### src/rtl/fp_pkg.sv
// Shared floating-point definitions: flag bit positions, operand classes, bias helper.
package fp_pkg;

    localparam int FLG_INVALID   = 3;
    localparam int FLG_OVERFLOW  = 2;
    localparam int FLG_UNDERFLOW = 1;
    localparam int FLG_INEXACT   = 0;

    typedef enum logic [1:0] {
        ZERO,
        NORM,
        INF,
        NAN
    } fp_class_e;

    function automatic int fp_bias(input int exp_w);
        return (1 << (exp_w - 1)) - 1;
    endfunction

endpackage

### src/rtl/fp_mul_round.sv
// Combinational normalise / round-to-nearest-even / pack of a raw mantissa product.
// Flag output exists only when FP_MUL_FLAGS_EN is defined.
module fp_mul_round
    import fp_pkg::*;
#(
    parameter int EXP_W = 8,
    parameter int MAN_W = 23
) (
    input  fp_class_e                 cls_i,
    input  logic                      sign_i,
    input  logic signed [EXP_W+1:0]   exp_i,
    input  logic [2*MAN_W+1:0]        prod_i,
    output logic [EXP_W+MAN_W:0]      p_o
`ifdef FP_MUL_FLAGS_EN
    ,
    output logic [3:0]                flags_o
`endif
);

    localparam int PW = 2 * MAN_W + 2;
    localparam int EW = EXP_W + 2;
    localparam logic signed [EW-1:0] EXP_MAX = EW'((1 << EXP_W) - 1);

    logic                   top;
    logic [PW-2:0]          nrm;
    logic [MAN_W-1:0]       man;
    logic                   guard;
    logic                   sticky;
    logic                   rnd;
    logic [MAN_W:0]         man_r;
    logic signed [EW-1:0]   exp_n;
    logic                   ovf;
    logic                   unf;

    always_comb begin
        top    = prod_i[PW-1];
        // Product lies in [1,4); left-align so the hidden bit is dropped at nrm[PW-1].
        nrm    = top ? prod_i[PW-2:0] : {prod_i[PW-3:0], 1'b0};
        man    = nrm[PW-2 -: MAN_W];
        guard  = nrm[MAN_W];
        sticky = |nrm[MAN_W-1:0];
        rnd    = guard & (sticky | man[0]);
        man_r  = {1'b0, man} + {{MAN_W{1'b0}}, rnd};
        exp_n  = exp_i + $signed({{(EW-1){1'b0}}, top}) + $signed({{(EW-1){1'b0}}, man_r[MAN_W]});
        ovf    = (exp_n >= EXP_MAX);
        unf    = (exp_n <= 0);
    end

    always_comb begin
        p_o = {sign_i, {(EXP_W + MAN_W){1'b0}}};
        case (cls_i)
            NAN:  p_o = {1'b0, {EXP_W{1'b1}}, 1'b1, {(MAN_W - 1){1'b0}}};
            INF:  p_o = {sign_i, {EXP_W{1'b1}}, {MAN_W{1'b0}}};
            ZERO: p_o = {sign_i, {(EXP_W + MAN_W){1'b0}}};
            default: begin
                if (ovf)
                    p_o = {sign_i, {EXP_W{1'b1}}, {MAN_W{1'b0}}};
                else if (!unf)
                    p_o = {sign_i, exp_n[EXP_W-1:0], man_r[MAN_W-1:0]};
            end
        endcase
    end

`ifdef FP_MUL_FLAGS_EN
    always_comb begin
        flags_o = 4'b0000;
        if (cls_i == NAN) begin
            flags_o[FLG_INVALID] = 1'b1;
        end else if (cls_i == NORM) begin
            flags_o[FLG_OVERFLOW]  = ovf;
            flags_o[FLG_UNDERFLOW] = unf;
            flags_o[FLG_INEXACT]   = ovf | unf | guard | sticky;
        end
    end
`endif

endmodule

### src/rtl/fp_mul_pipe.sv
// Three-stage pipelined FP multiplier (FTZ, round-to-nearest-even) with valid/ready and flush.
// Define FP_MUL_FLAGS_EN to add the per-result out_flags port.
module fp_mul_pipe
    import fp_pkg::*;
#(
    parameter int EXP_W = 8,
    parameter int MAN_W = 23,
    parameter int TAG_W = 4,
    localparam int DATA_W = 1 + EXP_W + MAN_W
) (
    input  logic              clk,
    input  logic              rst_n,
    input  logic              flush,
    input  logic              in_valid,
    output logic              in_ready,
    input  logic [DATA_W-1:0] in_a,
    input  logic [DATA_W-1:0] in_b,
    input  logic [TAG_W-1:0]  in_tag,
    output logic              out_valid,
    input  logic              out_ready,
    output logic [DATA_W-1:0] out_p,
    output logic [TAG_W-1:0]  out_tag
`ifdef FP_MUL_FLAGS_EN
    ,
    output logic [3:0]        out_flags
`endif
);

    localparam int EW   = EXP_W + 2;
    localparam int SW   = MAN_W + 1;
    localparam int BIAS = fp_bias(EXP_W);

    function automatic fp_class_e classify(input logic [EXP_W-1:0] e, input logic [MAN_W-1:0] m);
        if (e == '0) return ZERO;
        if (&e) return (m == '0) ? INF : NAN;
        return NORM;
    endfunction

    // Handshake: a pair transfers when in_valid & in_ready; a result transfers when
    // out_valid & out_ready. The whole pipe advances in lockstep whenever the output
    // slot is empty or being consumed, so in_ready equals that advance condition.
    logic advance;
    logic v1_q, v2_q, v3_q;

    fp_class_e              cls_a, cls_b, cls1_d, cls1_q, cls2_q;
    logic                   sign1_d, sign1_q, sign2_q;
    logic signed [EW-1:0]   exp1_d, exp1_q, exp2_q;
    logic [SW-1:0]          ma1_q, mb1_q;
    logic [2*SW-1:0]        prod2_q;
    logic [TAG_W-1:0]       tag1_q, tag2_q, tag3_q;
    logic [DATA_W-1:0]      p3_d, p3_q;

    assign advance   = !v3_q | out_ready;
    assign in_ready  = advance;
    assign out_valid = v3_q;
    assign out_p     = p3_q;
    assign out_tag   = tag3_q;

    always_comb begin
        cls_a   = classify(in_a[DATA_W-2 -: EXP_W], in_a[MAN_W-1:0]);
        cls_b   = classify(in_b[DATA_W-2 -: EXP_W], in_b[MAN_W-1:0]);
        sign1_d = in_a[DATA_W-1] ^ in_b[DATA_W-1];
        exp1_d  = {2'b00, in_a[DATA_W-2 -: EXP_W]} + {2'b00, in_b[DATA_W-2 -: EXP_W]} - EW'(BIAS);
        if (cls_a == NAN || cls_b == NAN ||
            (cls_a == INF && cls_b == ZERO) || (cls_a == ZERO && cls_b == INF))
            cls1_d = NAN;
        else if (cls_a == INF || cls_b == INF)
            cls1_d = INF;
        else if (cls_a == ZERO || cls_b == ZERO)
            cls1_d = ZERO;
        else
            cls1_d = NORM;
    end

    // Flush outranks advance; only the valid bits need clearing.
    always_ff @(posedge clk or negedge rst_n) begin
        if (!rst_n) begin
            v1_q <= 1'b0;
            v2_q <= 1'b0;
            v3_q <= 1'b0;
        end else if (flush) begin
            v1_q <= 1'b0;
            v2_q <= 1'b0;
            v3_q <= 1'b0;
        end else if (advance) begin
            v1_q <= in_valid;
            v2_q <= v1_q;
            v3_q <= v2_q;
        end
    end

    always_ff @(posedge clk) begin
        if (advance) begin
            cls1_q  <= cls1_d;
            sign1_q <= sign1_d;
            exp1_q  <= exp1_d;
            ma1_q   <= {1'b1, in_a[MAN_W-1:0]};
            mb1_q   <= {1'b1, in_b[MAN_W-1:0]};
            tag1_q  <= in_tag;
            cls2_q  <= cls1_q;
            sign2_q <= sign1_q;
            exp2_q  <= exp1_q;
            prod2_q <= {{SW{1'b0}}, ma1_q} * {{SW{1'b0}}, mb1_q};
            tag2_q  <= tag1_q;
        end
    end

`ifdef FP_MUL_FLAGS_EN
    logic [3:0] flags3_d, flags3_q;
    assign out_flags = flags3_q;
`endif

    fp_mul_round #(
        .EXP_W (EXP_W),
        .MAN_W (MAN_W)
    ) u_round (
        .cls_i   (cls2_q),
        .sign_i  (sign2_q),
        .exp_i   (exp2_q),
        .prod_i  (prod2_q),
        .p_o     (p3_d)
`ifdef FP_MUL_FLAGS_EN
        ,
        .flags_o (flags3_d)
`endif
    );

    always_ff @(posedge clk or negedge rst_n) begin
        if (!rst_n) begin
            p3_q     <= '0;
            tag3_q   <= '0;
`ifdef FP_MUL_FLAGS_EN
            flags3_q <= '0;
`endif
        end else if (advance) begin
            p3_q     <= p3_d;
            tag3_q   <= tag2_q;
`ifdef FP_MUL_FLAGS_EN
            flags3_q <= flags3_d;
`endif
        end
    end

endmodule

### config.mk
export PLATFORM = sky130hd
export DESIGN_NAME = fp_mul_pipe
export DESIGN_NICKNAME = d
export VERILOG_FILES = /design/src/rtl/fp_pkg.sv /design/src/rtl/fp_mul_round.sv /design/src/rtl/fp_mul_pipe.sv
export SDC_FILE = /design/constraint.sdc
export NUM_CORES = 2
export LEC_CHECK = 0
export ABC_AREA = 1
export CAP_MARGIN = 25
export CELL_PAD_IN_SITES_DETAIL_PLACEMENT = 0
export CELL_PAD_IN_SITES_GLOBAL_PLACEMENT = 1
export CORE_MARGIN = 4
export CORE_UTILIZATION = 49
export CTS_BUF_LIST = sky130_fd_sc_hd__clkbuf_4 sky130_fd_sc_hd__clkbuf_8
export CTS_CLUSTER_DIAMETER = 40
export DETAILED_ROUTE_END_ITERATION = 6
export HOLD_SLACK_MARGIN = 0.15
export PLACE_DENSITY = 0.81
export SETUP_SLACK_MARGIN = 0.15
export SKIP_LAST_GASP = 1
export SLEW_MARGIN = 10
export SYNTH_ARGS = -nofsm -noshare
export SYNTH_HDL_FRONTEND = slang
export SYNTH_SLANG_ARGS = --single-unit
### constraint.sdc
create_clock -name clk -period 7.84 [get_ports clk]
set_input_delay 1.568 -clock clk [delete_from_list [all_inputs] [get_ports clk]]
set_output_delay 1.568 -clock clk [all_outputs]
set_load 0.03 [all_outputs]
# Yosys cells after proc, flatten, opt, wreduce, memory -nomap -nowiden
# Index checks and enable logic that the tools add are counted.
# W data, S select, Z words.
# totals
register_bits	167
latchBits	0
mem_bits_rw	0
romBits	0
in_bits	73
word_cells	83
memories	0
# op_classes
addsub	5
multipliers	1
div	0
n_lt_le_gt_ge	2
n_eq_ne	6
shifts	0
mux	28
n_bitwise	4
n_reduce_logical	20
# op_table
cell	count
$pmux W32 S3	1
$mux W31	2
$mul A24 B24 Y48	1
$mux W47	1
$logic_not A23 Y1	2
$add A23 B1 Y24	1
$reduce_or A23 Y1	1
$add A10 B2 Y10	2
$logic_not A8 Y1	2
$mux W1	16
$mux W2	8
$reduce_and A8 Y1	2
$eq A2 B2 Y1 const B	6
$ge A10 B9 Y1 const B	1
$le A10 B1 Y1 const B	1
$sub A9 B7 Y10 const B	1
$add A8 B8 Y9	1
$logic_not A2 Y1	3
$logic_or A1 B1 Y1	5
$logic_and A1 B1 Y1	2
$or A1 B1 Y1	2
$reduce_bool A2 Y1	1
$reduce_or A2 Y1	1
$and A1 B1 Y1	1
2 further kinds	2

# Longest topological paths before layout
# logic_depth
word_depth	10
mapped_depth	29

# By module
# A second synthesis with hierarchy kept.
# hier_totals
cells_unflattened	3676
hier_area_um2	28502.3
# by_module_without_submodules
module	n_inst	cells_each	area_each_um2	seq_area_each_um2
fp_mul_pipe	1	3249	26456.6	4819.6
fp_mul_round	1	427	2045.7	0.0

# Least setup slack after synthesis
# No wires, ideal clock.
# synth_timing
path_type	input to output
from	input port out_ready
to	output port in_ready
t_arrival_ns	5.578
path_slack_ns	0.694
path_stages	3
path_buffers	1
path_cell_list	nor2_1 > inv_1 > clkbuf_1
# synth_via
elab_chain_len	1
# synth_lines
element	line_no	source
start, declared	fp_mul_pipe.sv:20	input logic out_ready,
$or A1 B1 Y1	fp_mul_pipe.sv:53	assign advance = !v3_q | out_ready;
end, declared	fp_mul_pipe.sv:15	output logic in_ready,
# No other way between the ends.

# Worst setup path in the final report
# layout_timing
from	register ma1_q[8]
to	register prod2_q[27], data pin
# layout_via
elab_chain_len	1
# layout_lines
element	line_no	source
start, declared	fp_mul_pipe.sv:48	logic [SW-1:0] ma1_q, mb1_q;
start signal, assigned	fp_mul_pipe.sv:97	ma1_q <= {1'b1, in_a[MAN_W-1:0]};
$mul A24 B24 Y48	fp_mul_pipe.sv:103	prod2_q <= {{SW{1'b0}}, ma1_q} * {{SW{1'b0}}, mb1_q};
end signal, assigned	fp_mul_pipe.sv:103	
end, declared	fp_mul_pipe.sv:49	logic [2*SW-1:0] prod2_q;
# No other way between the ends.
# A chain may end at the register's enable or synchronous reset.

==> summary.txt <==
Clocking
  – H-Tree Depth: 4
  – CTS resizes: 0
  – Root Buffer: clkbuf_8
  – Clock Latency Late Sink: 0.58 ns
  – Clock Pin Slew Worst Setup and Hold Paths: 0.11 ns
  – Setup Fix Bufs, Post-CTS: 0
  – TritonCTS clock tree: yes
  – Number of clock sinks: 167
  – Max clock buf depth: 2
  – Hold_buf cts: 0
  – CTS buffer count: 17

Placed design
  – Count of input and output buffers: 110
  – GP Congestion: 0.956
  – Detailed placement HPWL: 63100 um

Yosys
  – Async set-or-reset flop fraction in the synthesized netlist: 23.4%
  – Simple-Gate Fraction of Synth Area: 17.6%
  – Average cell area after synthesis: 8.13 um^2
  – Synth top area share: 35.4%
  – Syn nets: 4116
  – Cells after synthesis: 3369
  – Synth Area in Adders: 44.0%
  – Synthesis Warnings: 0
  – Register area share after synthesis: 17.6%
  – Post-synthesis mux area share: 0%
  – Synth cell types: 43
  – Compound-Gate Fraction of Synth Area: 3.84%
  – Largest family of logic cells by synthesized area: adder cells
  – Number of synthesized flops with an enable pin: 128
  – Post-synthesis cell area: 27400 um^2
  – Largest cells by area after synthesis: fa_1, edfxtp_1, inv_1
  – Primary FF master, synth: edfxtp_1
  – Xor-xnor portion of the synthesized cell area: 1.85%
  – Synthesized flop and latch total: 167
  – Cell taking the most area after synthesis: fa_1

Finish
  – P&R area growth vs syn: 9.06%
  – Layout cell share with drive strength beyond 1: 3.76%
  – Final Net Count: 4196
  – Commonest non-fill, non-tap cell in the layout: inv_1
  – Commonest cells after routing, fill and taps aside: inv_1, nand2_1, fa_1, ha_1, nor2_1

Timing
  – Fin crit share: 92.2%
  – Min Tclk post-route: 7.23 ns
  – Rel. slew slack: 28.2%
  – Unrepaired setup endpoints after global routing: no
  – Count of pins over their slew limit: 0
  – Fmax: 138 MHz
  – Final Hold Vio Count: 0
  – Setup TNS: 0 ns
  – Clock Skew: 0.0395 ns
  – Worst-margin pin slew: 1.08 ns
  – Final Setup Violations: 0

Die
  – I/O pin cnt: 111
  – Initial Utilization: 49.6%
  – Height of the die: 244 um
  – Core ar.: 55200 um^2
  – Die W: 244 um
  – Site Rows: 86
  – Die ar.: 59800 um^2

Worst setup path
  – Worst setup SP type: register
  – Crit path max fanout: 16
  – Critical Path AT: 7.56 ns
  – Req. time, crit path: 8.17 ns
  – Critical path class: reg2reg
  – Critical path capture point type: register

Min path
  – Hold WC Path Type: reg2reg

Drt
  – DRT Wirelength: 76000 um
  – Via-to-Cell Ratio: 5.12
  – Wirelength per Cell: 18.0 um
  – Drt pass-1 iters: 5
  – Remaining antenna violation count: 0
  – Initial drt markers: 1527
  – DRC viols: 0
  – Vias: 21500

Global route
  – Total gr overflow: 0
  – Total GRT Usage: 26.4%
  – Busiest grt layer: met2
  – Global-route met1 utilization: 35.2%
  – First-pass GRT wire length: 123000 um
  – Initial antenna violation count: 1
  – Met3 Track Usage GR: 4.71%
  – Pin count of the biggest net entering global routing: 62
  – Met2 Use GR: 45.1%
  – Vias in the first global route: 23100

Run
  – Maxcap violations: 0

Outcome
  – Outcome: finished clean
-- metal layers --
layer	vias up	routed length, um
met1	10700	31900
li1	9945	-
met3	110	5450
met4	0	1870
met2	778	36700
met5	-	0
-- path summary, 6_finish.rpt --
path | start | endpoint | slack, ns | depth (start not counted)
min in group asynchronous | rst_n | out_tag[3] | 1.11 | 1
max reg2reg | ma1_q[8] | prod2_q[27] | 0.61 | 19
max in group asynchronous | rst_n | out_p[20] | 6.19 | 1
min | exp1_q[0] | exp2_q[0] | 0.42 | 0
max | ma1_q[8] | prod2_q[27] | 0.61 | 19
min reg2reg | exp1_q[0] | exp2_q[0] | 0.42 | 0
-- flip-flops by register name (all words and copies together) (netlist names), 4 cells and up --
signal,flops
ma1_q,23
out_p,32
exp2_q,10
prod2_q,48
mb1_q,23
exp1_q,10
tag1_q,4
out_tag,4
tag2_q,4
-- stage by stage --
step | util (%) | cells | cell area [um^2] | setup WS, ns | hold WS (ns)
after floorplan | - | 3369 | 27400 | 0.694 | 0.400
after global placement | 53.2 | 4174 | 29400 | 0.643 | 0.402
after detailed placement | 53.2 | 4174 | 29400 | 0.617 | 0.405
after CTS | 54.0 | 4206 | 29800 | 0.607 | 0.424
after global routing | 54.1 | 4211 | 29900 | 0.377 | 0.436
final | 54.1 | 4211 | 29900 | 0.611 | 0.418
-- critical path, cell delays in order, from the launching register on --
cell	delay, ns
edfxtp_1	1.00
buf_4	0.31
nand2_1	0.09
fa_1	0.54
inv_1	0.05
fa_1	0.48
fa_1	0.56
fa_1	0.46
fa_1	0.46
fa_1	0.53
inv_1	0.05
fa_1	0.47
inv_1	0.04
ha_1	0.34
a21o_1	0.24
a21oi_1	0.21
a21boi_0	0.35
o21ai_0	0.23
a21oi_1	0.29
xnor2_1	0.26
-- cells by family after synthesis --
group                      after synthesis
and+or+nand+nor                       1199
buffers and inverters                 1082
adders and majority gates              674
AOI/OAI and AO/OA                      190
DFF                                    167
xor gates and xnor gates                57
-- cell usage after synthesis, drive strengths merged, types with 3 or more instances --
cell type / n
clkbuf: 97
fa: 484
nand3: 69
nand3b: 3
ha: 190
a21o: 8
a21oi: 78
nand2: 908
o21bai: 7
o21ai: 86
inv: 975
nor4: 18
o211ai: 3
xnor2: 15
nor3: 12
buf: 10
a31oi: 5
dfrtp: 39
edfxtp: 128
nand4: 30
xor2: 42
nor2: 154
-- area by class of cell --
type / instances / area [um^2]
clock buffers: 17 / 234
fillers: 5242 / 25300
clock inverters: 15 / 180
multi-input cells: 2120 / 18500
repair buffers: 168 / 1570
diodes: 1 / 2.50
inverters: 975 / 3670
flip-flops and latches: 167 / 4820
well taps: 748 / 936
Power is not shown: default switching activity piles up to over one toggle a cycle in this logic, so the estimate is an artifact.
